## src/rtl/branch_pkg.sv

```systemverilog
`default_nettype none
// ============================================================================
// Package    : branch_pkg
// Description: Shared types for the branch resolve unit: the conditional
//              branch funct3 encodings, the BHT counter type with its reset
//              value, and the saturating counter update function.
// Revision   : 1.0 - initial release
// ============================================================================
package branch_pkg;

  typedef enum logic [2:0] {
    BEQ  = 3'b000,
    BNE  = 3'b001,
    BLT  = 3'b100,
    BGE  = 3'b101,
    BLTU = 3'b110,
    BGEU = 3'b111
  } br_funct3_e;

  typedef logic [1:0] bht_ctr_t;

  // Weakly not-taken.
  localparam bht_ctr_t BHT_RESET_CTR = 2'b01;

  // 2-bit saturating counter: taken moves towards 11, not-taken towards 00.
  function automatic bht_ctr_t bht_ctr_next(input bht_ctr_t ctr, input logic taken);
    bht_ctr_t nxt;
    nxt = ctr;
    if (taken) begin
      if (ctr != 2'b11) nxt = ctr + 2'b01;
    end else begin
      if (ctr != 2'b00) nxt = ctr - 2'b01;
    end
    return nxt;
  endfunction

endpackage
`default_nettype wire

```

## src/rtl/branch_bht.sv

```systemverilog
`default_nettype none
// ============================================================================
// Module     : branch_bht
// Description: Branch history table of 2-bit saturating counters with one
//              combinational lookup port and one synchronous train port.
//              A lookup on the entry being trained returns the value held
//              before the update.
// Ports      : clock, nReset     - clock, asynchronous active-low reset
//              lk_idx_i          - lookup index
//              lk_taken_o        - prediction (counter MSB) at lk_idx_i
//              tr_en_i           - train strobe
//              tr_idx_i          - entry to train
//              tr_taken_i        - resolved direction used for training
// Revision   : 1.0 - initial release
// ============================================================================
module branch_bht
  import branch_pkg::*;
#(
  parameter int BHT_ENTRIES = 16,
  parameter int IDX         = $clog2(BHT_ENTRIES)
) (
  input  logic           clock,
  input  logic           nReset,
  input  logic [IDX-1:0] lk_idx_i,
  output logic           lk_taken_o,
  input  logic           tr_en_i,
  input  logic [IDX-1:0] tr_idx_i,
  input  logic           tr_taken_i
);

  // Prediction bit of every entry, gathered so the lookup is a plain mux.
  logic [BHT_ENTRIES-1:0] w_msb;

  generate
    for (genvar g = 0; g < BHT_ENTRIES; g++) begin : g_ctr
      bht_ctr_t ctr_q;

      always_ff @(posedge clock or negedge nReset) begin
        if (!nReset) begin
          ctr_q <= BHT_RESET_CTR;
        end else if (tr_en_i && (tr_idx_i == IDX'(g))) begin
          ctr_q <= bht_ctr_next(ctr_q, tr_taken_i);
        end
      end

      assign w_msb[g] = ctr_q[1];
    end
  endgenerate

  assign lk_taken_o = w_msb[lk_idx_i];

endmodule
`default_nettype wire

```

## src/rtl/branch_resolve_unit.sv

```systemverilog
`default_nettype none
// ============================================================================
// Module     : branch_resolve_unit
// Description: Execute-stage resolver for the six RV32I conditional branches.
//              Computes the condition, the redirect PC and the mispredict
//              flag, registers them in a one-entry valid/ready output stage,
//              and trains a 2-bit BHT on every retiring legal branch.
// Ports      : clock, nReset        - clock, asynchronous active-low reset
//              flush                - drops the held result, blocks input
//              in_valid / in_ready  - input handshake
//              pc, imm, A, B        - branch PC, B-type offset, rs1, rs2
//              funct3, pred_taken   - branch type, prediction used by fetch
//              out_valid/out_ready  - output handshake
//              out_taken, out_mispred, out_redirect, out_illegal - result
//              lk_pc / lk_taken     - fetch-side BHT lookup
//              stat_branches, stat_mispreds - only with BRANCH_STATS_EN
// Config     : BRANCH_STATS_EN adds retired-branch / mispredict counters.
// Revision   : 1.0 - initial release
// ============================================================================
module branch_resolve_unit
  import branch_pkg::*;
#(
  parameter int N           = 32,
  parameter int BHT_ENTRIES = 16
) (
  input  logic         clock,
  input  logic         nReset,
  input  logic         flush,
  input  logic         in_valid,
  output logic         in_ready,
  input  logic [N-1:0] pc,
  input  logic [N-1:0] imm,
  input  logic [N-1:0] A,
  input  logic [N-1:0] B,
  input  logic [2:0]   funct3,
  input  logic         pred_taken,
  output logic         out_valid,
  input  logic         out_ready,
  output logic         out_taken,
  output logic         out_mispred,
  output logic [N-1:0] out_redirect,
  output logic         out_illegal,
  input  logic [N-1:0] lk_pc,
  output logic         lk_taken
`ifdef BRANCH_STATS_EN
  ,
  output logic [31:0]  stat_branches,
  output logic [31:0]  stat_mispreds
`endif
);

  localparam int IDX = $clog2(BHT_ENTRIES);

  // --------------------------------------------------------------------------
  // Condition evaluation and target arithmetic
  // --------------------------------------------------------------------------
  logic         w_eq;
  logic         w_lt;
  logic         w_ltu;
  logic         w_taken;
  logic         w_illegal;
  logic [N-1:0] w_target;
  logic [N-1:0] w_seq;

  assign w_eq     = (A == B);
  assign w_lt     = ($signed(A) < $signed(B));
  assign w_ltu    = (A < B);
  assign w_target = pc + imm;
  assign w_seq    = pc + N'(4);

  always_comb begin
    w_taken   = 1'b0;
    w_illegal = 1'b0;
    case (br_funct3_e'(funct3))
      BEQ:     w_taken = w_eq;
      BNE:     w_taken = !w_eq;
      BLT:     w_taken = w_lt;
      BGE:     w_taken = !w_lt;
      BLTU:    w_taken = w_ltu;
      BGEU:    w_taken = !w_ltu;
      default: w_illegal = 1'b1;
    endcase
  end

  // --------------------------------------------------------------------------
  // Output stage and handshake
  // --------------------------------------------------------------------------
  logic           out_valid_q,    out_valid_d;
  logic           out_taken_q,    out_taken_d;
  logic           out_mispred_q,  out_mispred_d;
  logic [N-1:0]   out_redirect_q, out_redirect_d;
  logic           out_illegal_q,  out_illegal_d;
  logic [IDX-1:0] out_idx_q,      out_idx_d;

  logic w_accept;
  logic w_out_hs;
  logic w_train;

  assign in_ready = !flush && (!out_valid_q || out_ready);
  assign w_accept = in_valid && in_ready;
  assign w_out_hs = out_valid_q && out_ready;
  // A flushed result is discarded, so it must not reach the BHT either.
  assign w_train  = w_out_hs && !out_illegal_q && !flush;

  always_comb begin
    out_valid_d    = out_valid_q;
    out_taken_d    = out_taken_q;
    out_mispred_d  = out_mispred_q;
    out_redirect_d = out_redirect_q;
    out_illegal_d  = out_illegal_q;
    out_idx_d      = out_idx_q;
    if (flush) begin
      out_valid_d = 1'b0;
    end else if (w_accept) begin
      // Also covers a retire and a new accept on the same edge.
      out_valid_d    = 1'b1;
      out_taken_d    = w_taken;
      out_mispred_d  = w_taken ^ pred_taken;
      out_redirect_d = w_taken ? w_target : w_seq;
      out_illegal_d  = w_illegal;
      out_idx_d      = pc[IDX+1:2];
    end else if (w_out_hs) begin
      out_valid_d = 1'b0;
    end
  end

  always_ff @(posedge clock or negedge nReset) begin
    if (!nReset) begin
      out_valid_q    <= 1'b0;
      out_taken_q    <= 1'b0;
      out_mispred_q  <= 1'b0;
      out_redirect_q <= '0;
      out_illegal_q  <= 1'b0;
      out_idx_q      <= '0;
    end else begin
      out_valid_q    <= out_valid_d;
      out_taken_q    <= out_taken_d;
      out_mispred_q  <= out_mispred_d;
      out_redirect_q <= out_redirect_d;
      out_illegal_q  <= out_illegal_d;
      out_idx_q      <= out_idx_d;
    end
  end

  assign out_valid    = out_valid_q;
  assign out_taken    = out_taken_q;
  assign out_mispred  = out_mispred_q;
  assign out_redirect = out_redirect_q;
  assign out_illegal  = out_illegal_q;

  // --------------------------------------------------------------------------
  // Branch history table
  // --------------------------------------------------------------------------
  // Only the word-index bits of the lookup PC select an entry.
  logic w_unused_lk;
  assign w_unused_lk = ^{lk_pc[N-1:IDX+2], lk_pc[1:0]};

  branch_bht #(
    .BHT_ENTRIES (BHT_ENTRIES)
  ) u_bht (
    .clock      (clock),
    .nReset     (nReset),
    .lk_idx_i   (lk_pc[IDX+1:2]),
    .lk_taken_o (lk_taken),
    .tr_en_i    (w_train),
    .tr_idx_i   (out_idx_q),
    .tr_taken_i (out_taken_q)
  );

  // --------------------------------------------------------------------------
  // Optional retirement statistics
  // --------------------------------------------------------------------------
`ifdef BRANCH_STATS_EN
  logic [31:0] stat_branches_q, stat_branches_d;
  logic [31:0] stat_mispreds_q, stat_mispreds_d;

  always_comb begin
    stat_branches_d = stat_branches_q;
    stat_mispreds_d = stat_mispreds_q;
    if (w_train) begin
      stat_branches_d = stat_branches_q + 32'd1;
      if (out_mispred_q) stat_mispreds_d = stat_mispreds_q + 32'd1;
    end
  end

  always_ff @(posedge clock or negedge nReset) begin
    if (!nReset) begin
      stat_branches_q <= '0;
      stat_mispreds_q <= '0;
    end else begin
      stat_branches_q <= stat_branches_d;
      stat_mispreds_q <= stat_mispreds_d;
    end
  end

  assign stat_branches = stat_branches_q;
  assign stat_mispreds = stat_mispreds_q;
`endif

endmodule
`default_nettype wire

```

## config.mk

```make
export PLATFORM = sky130hd
export DESIGN_NAME = branch_resolve_unit
export DESIGN_NICKNAME = d
export VERILOG_FILES = /design/src/rtl/branch_pkg.sv /design/src/rtl/branch_bht.sv /design/src/rtl/branch_resolve_unit.sv
export SDC_FILE = /design/constraint.sdc
export NUM_CORES = 1
export LEC_CHECK = 0
export ABC_AREA = 1
export CAP_MARGIN = 30
export CORE_MARGIN = 10
export CORE_UTILIZATION = 30
export CTS_CLUSTER_SIZE = 30
export DETAILED_ROUTE_END_ITERATION = 8
export PLACE_DENSITY = 0.54
export SLEW_MARGIN = 20
export SYNTH_ARGS = -nofsm -noshare
export SYNTH_HDL_FRONTEND = slang
export SYNTH_SLANG_ARGS = --single-unit
```

## constraint.sdc

```tcl
create_clock -name clock -period 2.75 [get_ports clock]
set_clock_uncertainty 0.1 [all_clocks]
set_input_delay 0.6875 -clock clock [delete_from_list [all_inputs] [get_ports clock]]
set_output_delay 0.6875 -clock clock [all_outputs]
set_load 0.01 [all_outputs]
```

==> flow_summary.ini <==
[die]
rows = 56
die_w_um = 176
start_util_pct = 30.7
die_h_um = 176
die-area_mm2 = 0.0308
pin_count = 207
core_mm2 = 0.0236

[sta]
fmax_mhz = 378
rsz0062_at_grt = true
period_minus_slack_ns = 2.65
worst_pin_slew_ns = 0.459
fin_ws_ns = 0.104
slew_viol_final = 0
fin_crit_sh_pct = 96.2
slew_headroom_pct = 69.4
hold_viol = 0
setup_violations = 0

[cts]
cts_root_buf = clkbuf_16
htreeDepth = 3
cts_buffer_depth = 2
cts.clk_slew.worst_paths_ns = 0.06
cts_made_buffers = 9
insertion_delay_ns = 0.34
cts_tree = yes
cts_sinks = 72
postCtsHoldBufs = 0

[finish]
multi_input_area_mm2 = 0.00574
fillerInstances = 2269
final_common_cell = nand2_1
mostFrequentLayoutCells = nand2_1 (304), buf_4 (192), inv_1 (114)
final-seq-area_mm2 = 0.00182
antenna_cells = 0
fin_nets = 1736
syn2layout_area_growth_pct = 73.2
drive_above_1_share_pct = 28.6

[critical_path]
slowest_stage = clkdlybuf4s50_1
path_buf_inv = 4
crit_arrival_ns = 2.78
cp_cell_sequence = clkdlybuf4s50_1, ha_4, nand2_1, inv_1, buf_4, nand4_1, o21ai_1, buf_4, nand4_1, nand3_1, nand2_1, nand2_1, nand2_1, nand2_1, nand2_1
cp_num_cells = 15
cpPeakStageDelay_ns = 0.48
path_class = input port to register
worst_r2r_path_depth = 3
timing.rr.end = u_bht.g_ctr[13].ctr_q[0]
path_common_cell = nand2_1
crit_path_start = imm[4]
cp-end-kind = register
crit_end = out_redirect[28]
worstSetupStartpointType = input port
path_max_fanout = 4
timing.rr.start = out_taken
cp.required_ns = 2.89
critPathTopFamily = buffers and inverters
reg2reg_slack_ns = 1.06

[synth]
ys.flop_type = dfrtp_1
syn_avg_cell_area_um2 = 6.48
ys_warn_count = 0
yosys.area.top_type = dfrtp_1
synth-seq-area-share_pct = 25.1
synth_top_area_share_pct = 19.3
ys_async_sr_fraction_pct = 100
synth-edff-count = 0
synth_area_leaders = dfrtp_1 (19%), nand2_1 (17%), ha_1 (11%)
netlist_area_mm2 = 0.00726
synth_seq_cells = 72
synth_nets = 1354
netlist_instances = 1120
synth.distinct_cells = 39

[routing]
wl_met2_um = 16000
drt_first_pass_iters = 5
wl_um = 30600
wl_met3_um = 1320
drc_errors = 0
drt_iter0_drc = 410
vias_per_cell = 4.83
via_count = 8823
highest_layer = met4
ant_nets = 0
post_drt_wl_per_cell_um = 16.8
wl_met1_um = 12600

[place]
portBuffers = 178
dp_hpwl_um = 23900
dp_slack_ns = -0.541
gp_congestion = 0.953

[power]
power_leakage_nw = 6.31
p_clk_share_pct = 24.3
internal-power_w = 0.00315
ir_drop_mv = 0.270
p_sw_w = 0.00175
fin_total_pwr_w = 0.00490
power_frac_seq_pct = 27.9
switching_share_pct = 35.8
p_comb_share_pct = 47.8
power-per-cell-area_mw_per_mm2 = 390

[global_route]
grt_pass1_wl_um = 45300
grt_max_degree = 40
grt_use_total_pct = 18.5
first_global_vias = 8625
grt_overflow = 0
antenna_found_initial = 0

[outcome]
status = finished, final reports clean

[min_path]
hold_path_class = input port to async pin

[run]
drv_cap = 0
[sequential cells by signal, summed over array words and instances (netlist names)]
name,cells
out_idx_q,4
out_illegal,1
out_mispred,1
out_redirect,32
out_taken,1
out_valid,1
u_bht.g_ctr.ctr_q,32
[cell type report]
| class | instances | area share, % |
|---|---|---|
| Clock buffer | 12 | 1.88 |
| Sequential cell | 72 | 14.5 |
| Timing Repair Buffer | 395 | 30.0 |
| Tap cell | 319 | 3.18 |
| Clock inverter | 4 | 0.438 |
| Inverter | 146 | 4.36 |
| Multi-Input combinational cell | 878 | 45.7 |
[logic make-up (layout without fill, tap and decap cells)]
logic type | Yosys count | in the layout | share of synthesized area (%)
adders and majority gates | 69 | 69 | 11.9
AOI/OAI and AO/OA | 192 | 192 | 14.3
xor gates and xnor gates | 53 | 53 | 6.40
buffers and inverters | 170 | 557 | 9.26
and+or+nand+nor | 564 | 564 | 33.1
DFF | 72 | 72 | 25.1
[power by group through the flow]
stage	logic [W]	clock network (W)	registers, W
floorplan	0.000871	0	0.00141
global placement	0.00196	0	0.00138
detailed placement	0.00198	0	0.00138
CTS	0.00214	0.00122	0.00136
global route	0.00256	0.00126	0.00139
finish	0.00234	0.00119	0.00137
[metrics by stage]
step	util, %	instances	instance area (um2)	TNS (ns)	hold WS [ns]
2_1_floorplan	-	1120	7260	0	0.292
3_3_place_gp	45.7	1785	10800	-16.00	0.366
3_5_place_dp	45.7	1785	10800	-16.56	0.365
4_1_cts	49.3	1818	11600	-1.61	0.205
5_1_grt	53.2	1826	12600	-0.123	0.224
6_report	53.2	1826	12600	0	0.197
[metal layers]
metal  up-vias  track usage (%)
met5         -                0
met4         0             5.51
met3        41             2.77
met2       214             34.0
met1      4110             21.7
li1       4458                -
[cells in the mapped netlist, drive strengths merged (2+ instances only)]
library cell  count
a211oi            5
a21o              4
a21oi            71
buf              12
clkbuf           12
clkinv            3
dfrtp            56
dfstp            16
ha               64
inv             143
maj3              4
nand2           338
nand3            58
nand3b            5
nand4            45
nor2             94
nor3             19
nor4              3
o211ai            4
o21a              2
o21ai            93
o21bai            5
o31ai             5
xnor2            19
xor2             34
[repair_timing]
item                                    4_1_cts  5_1_grt
hold endpoints to repair                      0        0
gates cloned                                  5        3
gates resized for setup                     114      229
endpoints found under the setup margin       36       35
pin swaps                                    36       87
setup buffers                                12        7
[worst reg2reg max path: stages (launching register included)]
cell and delay, ns:
dfrtp_1 0.46, clkinv_1 0.39, maj3_1 0.46, o21ai_0 0.19
[worst min-delay path by stage]
stage,start,endpoint,depth (start not counted)
global placement,out_redirect[19],out_redirect[19],2
detailed placement,out_redirect[26],out_redirect[26],2
finish,nReset,u_bht.g_ctr[12].ctr_q[1],1
CTS,nReset,out_taken,1
floorplan,nReset,out_idx_q[0],0
global route,nReset,u_bht.g_ctr[13].ctr_q[1],1
Note: power is estimated with default switching activity, not from simulation.
==> patch, RTL diff (same settings) <==
Put one more register stage on the output `out_redirect`, cleared by the reset. The value now appears one clock later. The other outputs are not delayed to match.
--- a/src/rtl/branch_resolve_unit.sv
+++ b/src/rtl/branch_resolve_unit.sv
@@ -146,5 +146,11 @@
   assign out_taken    = out_taken_q;
   assign out_mispred  = out_mispred_q;
-  assign out_redirect = out_redirect_q;
+  always_ff @(posedge clock or negedge nReset) begin
+    if (!nReset) begin
+      out_redirect <= '0;
+    end else begin
+      out_redirect <= out_redirect_q;
+    end
+  end
   assign out_illegal  = out_illegal_q;
 
Function: changed (Yosys sat finds a counterexample within 4 cycles, from zero or initial values and one cycle with nReset low).
==> patch against the original RTL <==
Count of clock-buffer cells in the layout fell by 1. Final area rose by 4.9%. Clock power rose by 22%. Synthesized cell count rose by 2.2%. Die area rose by 9.7%. Routed wire length fell by 2.4%. Setup slack got worse by 20 ps. Fmax fell by 0.76%. Sequential share of layout area rose by 5.4 points. Sequential cell count rose by 32. Total power rose by 17%. Utilization fell by 2.9 points. Synthesized area rose by 11%. Critical endpoint is now out_redirect_q[31]. Highest routed layer unchanged.
==> patch: results <==
[yosys]
syn_nets = 1379
ys_types = 41
synth_common_cells = "310 x nand2_1, 158 x inv_1, 88 x dfrtp_1"
synth_area_leaders = "dfrtp_1 27%, nand2_1 14%, ha_1 9.9%"
yosysSeqAreaShare_pct = 32.6
synthArstFlopShare_pct = 100

[clock_tree]
cts_buffers = 9

[floorplanning]
die_w_um = 184

[place]
place_congestion = 0.897
place_inst = 1808
preCtsSetupSlack_ps = -598
portBuffers = 178
dpl.hpwl_mm = 23.2

[power]
power.leakage_nw = 6.62
irDropWorstVdd_uv = 259

[timing]
slew-limit-headroom_pct = 63.4

[grt]
grt_max_degree = 44
grt_pass1_vias = 8624
grt_pass1_wl_mm = 44.8
track_usage_pct = 16.6

[critical_path]
critPathArrivalTime_ps = 2850
path_max_fanout = 7

[run_status]
status = "completed"

[route]
via_per_inst = 4.76
wl_per_cell_um = 16.2
first_pass_iters = 5
vias = 8761

[finish]
nFillCells = 2520
[patch: metal layers]
layer / track usage, % / wire (um) / vias up
li1: - / - / 4490
met1: 21.7 / 13600 / 4088
met2: 28.3 / 14800 / 157
met3: 2.53 / 1100 / 26
met4: 3.34 / 435 / 0
met5: 0 / 0 / -
[patch: path summary, 6_finish.rpt]
check | depth (start not counted) | slack [ps] | end | startpoint
worst max-delay path | 17 | 80 | out_redirect_q[31] | A[8]
worst min-delay path | 1 | 150 | u_bht.g_ctr[15].ctr_q[1] | nReset
worst max register to register | 8 | 1070 | u_bht.g_ctr[7].ctr_q[1] | out_illegal
worst min register to register | 0 | 270 | out_redirect[8] | out_redirect_q[8]
max in group asynchronous | 2 | 1720 | u_bht.g_ctr[8].ctr_q[0] | nReset
min in group clock | 0 | 270 | out_redirect[8] | out_redirect_q[8]
[patch: worst max-delay path, stage by stage]
cell	delay, ps
clkdlybuf4s50_1	410
ha_1	280
nand2_1	60
nor2_2	120
nand2_2	60
nor2_2	90
nand2_2	70
nand2_1	60
o21ai_1	70
inv_2	60
nand2_2	60
nor2_4	150
nand3_4	210
clkbuf_16	240
nand2_1	70
nand3_2	80
nand2_1	70
[patch: where the power goes]
group	internal, mW	leakage (nW)	switching [mW]	total, mW
Combinational	1.14	5.18	1.14	2.29
Sequential	1.82	1.27	0.155	1.97
Clock	0.892	0.160	0.559	1.45
Total	3.86	6.62	1.86	5.71
[patch: what timing repair did]
action,in CTS,in global routing
resized for setup,100,210
gates cloned,2,8
endpoints found under the setup margin,36,35
pin swaps,25,57
setup buffers,3,6
[patch: area by class of cell]
cell class	instances	area [sq um]	share of cell area [%]
clock buffers	11	233	1.77
flip-flops and latches	104	2620	19.9
well taps	335	419	3.18
inverters	161	604	4.59
multi-input cells	855	5640	42.8
repair buffers	371	3560	27.0
clock inverters	5	106	0.807
[patch: metrics by stage]
stage / setup TNS, ps / utilization, % / cell area (sq um) / hold WS [ps]
floorplan: 0 / - / 8050 / 254
global placement: -17730 / 43.9 / 11500 / 258
detailed placement: -18930 / 43.9 / 11500 / 260
CTS: -103 / 46.7 / 12200 / 151
global route: -149 / 50.3 / 13200 / 163
finish: 0 / 50.3 / 13200 / 146
[patch: cell families (layout without fill, tap and decap cells)]
kind of cell / after synthesis / in the layout / synth area share [%]
AOI/OAI and AO/OA: 201 / 201 / 13.7
xor gates and xnor gates: 53 / 53 / 5.76
adders and majority gates: 68 / 68 / 10.6
buffers and inverters: 186 / 548 / 9.04
DFF: 104 / 104 / 32.6
and+or+nand+nor: 533 / 533 / 28.3
